==> config.mk <==
export PLATFORM = sky130hd
export DESIGN_NAME = fft_cplx_delay_line
export DESIGN_NICKNAME = d
export VERILOG_FILES = /design/src/rtl/fft_cplx_delay_line.sv
export SDC_FILE = /design/constraint.sdc
export NUM_CORES = 1
export LEC_CHECK = 0
export ABC_AREA = 0
export CORE_MARGIN = 4
export CORE_UTILIZATION = 30
export DETAILED_ROUTE_END_ITERATION = 7
export PLACE_DENSITY = 0.46
export SLEW_MARGIN = 20
export SYNTH_ARGS = -nofsm -noshare
export SYNTH_HDL_FRONTEND = slang
export SYNTH_SLANG_ARGS = --single-unit
==> constraint.sdc <==
create_clock -name clk -period 16.47 [get_ports clk]
set_clock_uncertainty 0.15 [all_clocks]
set_input_delay 2.4705 -clock clk [delete_from_list [all_inputs] [get_ports clk]]
set_output_delay 2.4705 -clock clk [all_outputs]
set_load 0.03 [all_outputs]
==> src/rtl/fft_cplx_delay_line.sv <==
// rtl/fft_cplx_delay_line.sv - complex delay line with run-time depth, stall, fill tracking and flush
// Behaves as a D-stage enabled register chain; the last stage is the out_r/out_i register.
module fft_cplx_delay_line #(
  parameter  int WIDTH     = 19,
  parameter  int MAX_DEPTH = 16,
  localparam int DW        = $clog2(MAX_DEPTH + 1)
) (
  input  logic             clk,
  input  logic             rst,
  input  logic             en,
  input  logic             flush,
  input  logic [DW-1:0]    depth,
  input  logic [WIDTH-1:0] in_r,
  input  logic [WIDTH-1:0] in_i,
  output logic [WIDTH-1:0] out_r,
  output logic [WIDTH-1:0] out_i,
  output logic             out_valid,
  output logic             cfg_err
);

  localparam int AW = (MAX_DEPTH > 1) ? $clog2(MAX_DEPTH) : 1;

  logic [2*WIDTH-1:0] r_mem [MAX_DEPTH];
  logic [AW-1:0]      r_wp;
  logic [DW-1:0]      r_depth_q;
  logic [DW-1:0]      r_fill;
  logic [WIDTH-1:0]   r_out_r;
  logic [WIDTH-1:0]   r_out_i;
  logic               r_cfg_err;

  logic               w_depth_ok;
  logic [DW-1:0]      w_depth_eff;
  logic [AW+1:0]      w_rd_sum;
  logic [AW-1:0]      w_rd_idx;
  logic [AW-1:0]      w_wp_next;
  logic [2*WIDTH-1:0] w_rd_data;

  assign w_depth_ok  = (depth != '0) && (depth <= DW'(MAX_DEPTH));
  assign w_depth_eff = w_depth_ok ? depth : DW'(MAX_DEPTH);

  // The D-1 stages ahead of the output register live in the ring; the oldest of
  // them sits D-1 slots behind the write pointer, so at D=MAX_DEPTH it is read
  // one slot ahead of the slot being overwritten.
  assign w_rd_sum  = {2'b00, r_wp} + (AW+2)'(MAX_DEPTH + 1) - (AW+2)'(r_depth_q);
  assign w_rd_idx  = (w_rd_sum >= (AW+2)'(MAX_DEPTH)) ? AW'(w_rd_sum - (AW+2)'(MAX_DEPTH))
                                                       : AW'(w_rd_sum);
  assign w_wp_next = (r_wp == AW'(MAX_DEPTH - 1)) ? '0 : r_wp + AW'(1);
  assign w_rd_data = r_mem[w_rd_idx];

  always_ff @(posedge clk) begin
    r_cfg_err <= ~w_depth_ok;
    if (rst) begin
      r_depth_q <= w_depth_eff;
      r_fill    <= '0;
      r_wp      <= '0;
      r_out_r   <= '0;
      r_out_i   <= '0;
      for (int i = 0; i < MAX_DEPTH; i++) r_mem[i] <= '0;
    end else if (flush) begin
      r_fill    <= '0;
      r_wp      <= '0;
      r_out_r   <= '0;
      r_out_i   <= '0;
      for (int i = 0; i < MAX_DEPTH; i++) r_mem[i] <= '0;
    end else if (w_depth_eff != r_depth_q) begin
      r_depth_q <= w_depth_eff;
      r_fill    <= '0;
    end else if (en) begin
      r_mem[r_wp] <= {in_r, in_i};
      r_wp        <= w_wp_next;
      if (r_depth_q == DW'(1)) begin
        r_out_r <= in_r;
        r_out_i <= in_i;
      end else begin
        r_out_r <= w_rd_data[2*WIDTH-1:WIDTH];
        r_out_i <= w_rd_data[WIDTH-1:0];
      end
      if (r_fill != r_depth_q) r_fill <= r_fill + DW'(1);
    end
  end

  assign out_r     = r_out_r;
  assign out_i     = r_out_i;
  assign out_valid = (r_fill == r_depth_q);
  assign cfg_err   = r_cfg_err;

endmodule

# ---- Word-level counts from Yosys, hierarchy flattened
# Memories as Yosys holds them, arrays and structs flattened. A register that Yosys moved wholly into a read port is not among the register bits.
# Index checks and enable logic that the tools add are counted.
# Widths: inputs -> output; s select.
dict set report word_totals {
  ff_bits 15
  ramBits 608
  in_bits 47
  out_inout_bits 40
  wordCells 79
  n_memories 1
}
# name depth width rd rd_ports_with_merged_regs write_ports line_no
set mem_list {}
lappend mem_list {r_mem 16 38 1 1 16 23} ;# logic [2*WIDTH-1:0] r_mem [MAX_DEPTH];
dict set report classes {
  addsub 5
  n_lt_le_gt_ge 2
  eq_ne 5
  mux 35
  n_bitwise 18
  n_reduce_logical 9
}
# operator n
set ops {}
lappend ops {{$mux 38} 17}
lappend ops {{$reduce_or 38->1} 1}
lappend ops {{$mux 5} 4}
lappend ops {{$or 1x1->1} 16}
lappend ops {{$mux 4} 3}
lappend ops {{$mux 1} 11}
lappend ops {{$ne 5x5->1} 2}
lappend ops {{$add 4x5->6 const B} 1}
lappend ops {{$ge 6x5->1 const B} 1}
lappend ops {{$reduce_and 2->1} 3}
lappend ops {{$sub 6x5->6} 1}
lappend ops {{$add 5x1->5 const B} 1}
lappend ops {{$eq 5x5->1} 1}
lappend ops {{$le 5x5->1 const B} 1}
lappend ops {{$reduce_bool 5->1} 1}
lappend ops {{$add 4x1->4 const B} 1}
lappend ops {{$eq 4x4->1 const B} 1}
lappend ops {{$sub 4x1->4 const B} 1}
lappend ops {{$reduce_or 3->1} 1}
lappend ops {{$ne 2x2->1 const B} 1}
lappend ops {{$not 1->1} 2}
lappend ops {{$reduce_bool 2->1} 1}
lappend ops {{$reduce_or 2->1} 1}
lappend ops {{$logic_and 1x1->1} 1}

# ---- Depth between registers and ports, before layout
dict set report depth {
  word_depth 10
  depth_mapped 13
  mapped_depth_nobuf 11
}

# ---- Least setup slack after synthesis
# No wires, ideal clock.
dict set report synth_path {
  kind {input port to flip-flop}
  startpoint {in depth[0]}
  endpoint {mem r_mem[15][0] (netlist bit) (enable)}
  setup_time_ps 486
  t_arrival_ps 6692
  required_ps 15834
  setup_slack_ps 9142
  cell_stages 9
  n_path_buf 1
  cell_sequence {nor2_1 > nand2_1 > ha_1 > nor2b_1 > xnor2_1 > nand4b_1 > nand2b_1 > clkbuf_1 > o21ai_0}
}
# item line_no
set synth_lines {}
lappend synth_lines {{start, declared} 12} ;# input logic [DW-1:0] depth,
lappend synth_lines {{end, declared} 23}

==> impl_metrics.csv <==
group,metric,value,unit
floorplanning,rows,115,
outcome,outcome,"completed",
final_layout,drive_gt1_share,16.3,%
sta,maxSlewViolCount,0,
floorplanning,start_util,30.4,%
final_layout,antennaDiodeCount,0,
placed_design,gp_congestion,0.753,
synth,yosysWarnings,0,
floorplanning,die_w,324,um
floorplanning,num_io_pins,87,
floorplanning,die_h,324,um
setup_path,cp-start-kind,"primary input",
cts,clock_latency,0.61,ns
final_layout,postLayoutCoreUtil,35.1,%
cts,cts_buffers,78,
detailed_routing,wl_per_cell,25.6,um
synth,synth.avg_cell_area,14.5,sq um
global_route,grt_overflow,0,
synth,syn_nets,2134,
cts,clock_path_buffers,3,
final_layout,final_cell_mix,"edfxtp_1, and2_1, nand2_1",
synth,netlist_instances,2076,
power,power_density,113,mW/mm^2
final_layout,area_delta_synth_final,15.6,%
sta,period_share,40.4,%
detailed_routing,postRouteAntennaNets,0,
setup_path,cp-end-kind,"flip-flop",
detailed_routing,drtIter0Drc,1503,
sta,rsz0062_at_grt,"false",
cts,cts_setup_buffers,0,
sta,hold_slack,0.364,ns
synth,yosysSeqAreaShare,64.5,%
synth,ys_ff_latch,661,
synth,yosysUniqueCellTypes,44,
placed_design,hpwl,53.5,mm
run,cap_violations,0,
cts,cts_sinks,661,
setup_path,critPathKind,"primary input to flip-flop",
global_route,grt_start_max_net_pins,92,
detailed_routing,vias_per_cell,4.96,
floorplanning,core,0.0989,sq mm
sta,fin_crit,6.65,ns
global_route,use_met3,2.99,%
final_layout,n_fill_cell,9430,
final_layout,layout_commonest_cell,"edfxtp_1",
worst_hold_path,hold_class,"flip-flop to flip-flop",
cts,cts_resized,0,
sta,worst_pin_slew,1.03,ns
power,irDropWorstVdd,57.9,uV
global_route,antenna_found_initial,6,
setup_path,cp.required,16.54,ns
cts,ctsHtreeMaxLevel,3,
global_route,grt_use_met2,25.5,%
detailed_routing,vias,17124,
sta,timing.setup.tns,0,ns
global_route,grt.met1_usage,24.5,%
sta,finalSetupViolCount,0,
setup_path,critical_path_arrival,6.73,ns
placed_design,io_buffers,86,
detailed_routing,drt_first_pass_iters,4,
cts,cts_root_buf,"clkbuf_16",
global_route,grt_pass1_vias,17814,
global_route,top_usage_layer,"met2",
detailed_routing,drc_errors,0,
global_route,grt_pass1_wl,129,mm
floorplanning,die-area,0.105,sq mm
power,p_leak,12.7,nW
sta,fmax,0.150,GHz
global_route,grt_util_all_layers,16.6,%
final_layout,finalNetCount,2165,
sta,hold_viol_final,0,
detailed_routing,routed_wl,88.3,mm
setup_path,cp_max_fo,39,
cts,path_clk_slew,0.05,ns
cts,hold_buffers,0,
synth,netlist_area,0.0300,sq mm
sta,relSlewSlack,29.7,%
cts,cts_tree,"yes",
## path summary, 6_finish.rpt
kind | from | endpoint | slack (ns) | cells past startpoint
worst max-delay path | depth[0] | r_mem[8][28]$_SDFFCE_PN0P_ | 9.82 | 11
worst min-delay path | out_i[4]$_SDFFE_PP0P_ | out_i[4]$_SDFFE_PP0P_ | 0.36 | 2
worst max register to register | r_depth_q[1]$_DFFE_PP_ | out_i[5]$_SDFFE_PP0P_ | 11.39 | 10
worst min register to register | out_i[4]$_SDFFE_PP0P_ | out_i[4]$_SDFFE_PP0P_ | 0.36 | 2
## layout make-up
cell class / count / area, sq um / share of cell area (%)
Clock inverter: 25 / 169 / 0.486
Inverter: 9 / 33.8 / 0.0973
Clock buffer: 113 / 2230 / 6.41
Timing Repair Buffer: 134 / 1230 / 3.55
Tap cell: 1287 / 1610 / 4.64
Sequential cell: 661 / 19400 / 55.8
Multi-Input combinational cell: 1223 / 10100 / 29.0
## synthesized netlist by cell type (all sizes together)
cell / instances / area share [%]
or2: 3 / 0.062
nor2: 51 / 0.64
nor4: 10 / 0.40
o32ai: 1 / 0.054
and2: 609 / 13
a31oi: 1 / 0.021
xor2: 10 / 0.29
a21oi: 79 / 1.3
mux4: 152 / 11
o22ai: 1 / 0.021
a2111oi: 38 / 1.1
fa: 1 / 0.067
nand4: 3 / 0.062
or4: 1 / 0.025
ha: 10 / 0.42
buf: 62 / 1.4
o32a: 1 / 0.033
a21boi: 1 / 0.025
mux2i: 1 / 0.033
and4bb: 1 / 0.042
dfxtp: 48 / 3.2
nor3b: 2 / 0.050
edfxtp: 613 / 61
nor4b: 1 / 0.050
a21o: 1 / 0.025
nand3: 3 / 0.067
xnor2: 8 / 0.23
nor2b: 4 / 0.083
nand2: 163 / 2.0
and2b: 1 / 0.025
clkbuf: 121 / 1.5
nand4b: 1 / 0.029
nor3: 7 / 0.17
nand2b: 19 / 0.40
o21ai: 39 / 0.65
inv: 9 / 0.11
## worst max-delay path: stages
cell and delay, ns:
clkdlybuf4s50_1 0.45, nor2_1 0.20, nand2_1 0.09, ha_1 0.38, nor2b_1 0.25, xnor2_1 0.18
and2b_1 0.19, nand4_1 0.76, nor3_2 0.39, buf_4 0.40, nand2b_2 0.91
## report_power, final
part | leakage (nW) | switching, mW | internal, mW | total [mW]
sequential | 7.20 | 0.0222 | 1.90 | 1.92
combinational | 4.31 | 0.247 | 0.122 | 0.369
clock | 1.18 | 0.692 | 0.954 | 1.65
total | 12.7 | 0.960 | 2.97 | 3.93
## registers in the layout, summed over array words and instances (netlist names)
register	flops
cfg_err	1
out_i	19
out_r	19
r_depth_q	5
r_fill	5
r_mem	608
r_wp	4
## per-layer routing
metal	routed length, um	vias to the layer above
met5	0	-
met4	1350	0
met3	5340	85
met2	40100	464
met1	41500	8993
li1	-	7582
## per-stage QoR
stage	total power [mW]	std cells	setup WS (ns)	area, sq um
6_report	3.93	3452	9.82	34700
5_1_grt	4.08	3452	9.58	34700
4_1_cts	3.98	3452	9.76	34700
3_5_place_dp	2.33	3314	9.13	32300
3_3_place_gp	2.33	3314	9.00	32300
2_1_floorplan	2.16	2076	9.14	30000
## logic make-up (layout without fill, tap and decap cells)
kind of cell | after synthesis | after routing | share of synthesized area, %
and+or+nand+nor | 879 | 879 | 16.8
DFF | 661 | 661 | 64.5
buffers and inverters | 192 | 281 | 3.03
AOI/OAI and AO/OA | 162 | 162 | 3.25
muxes | 153 | 153 | 11.4
xor gates and xnor gates | 18 | 18 | 0.525
adders and majority gates | 11 | 11 | 0.483
Note: power is estimated with default switching activity, not from simulation.
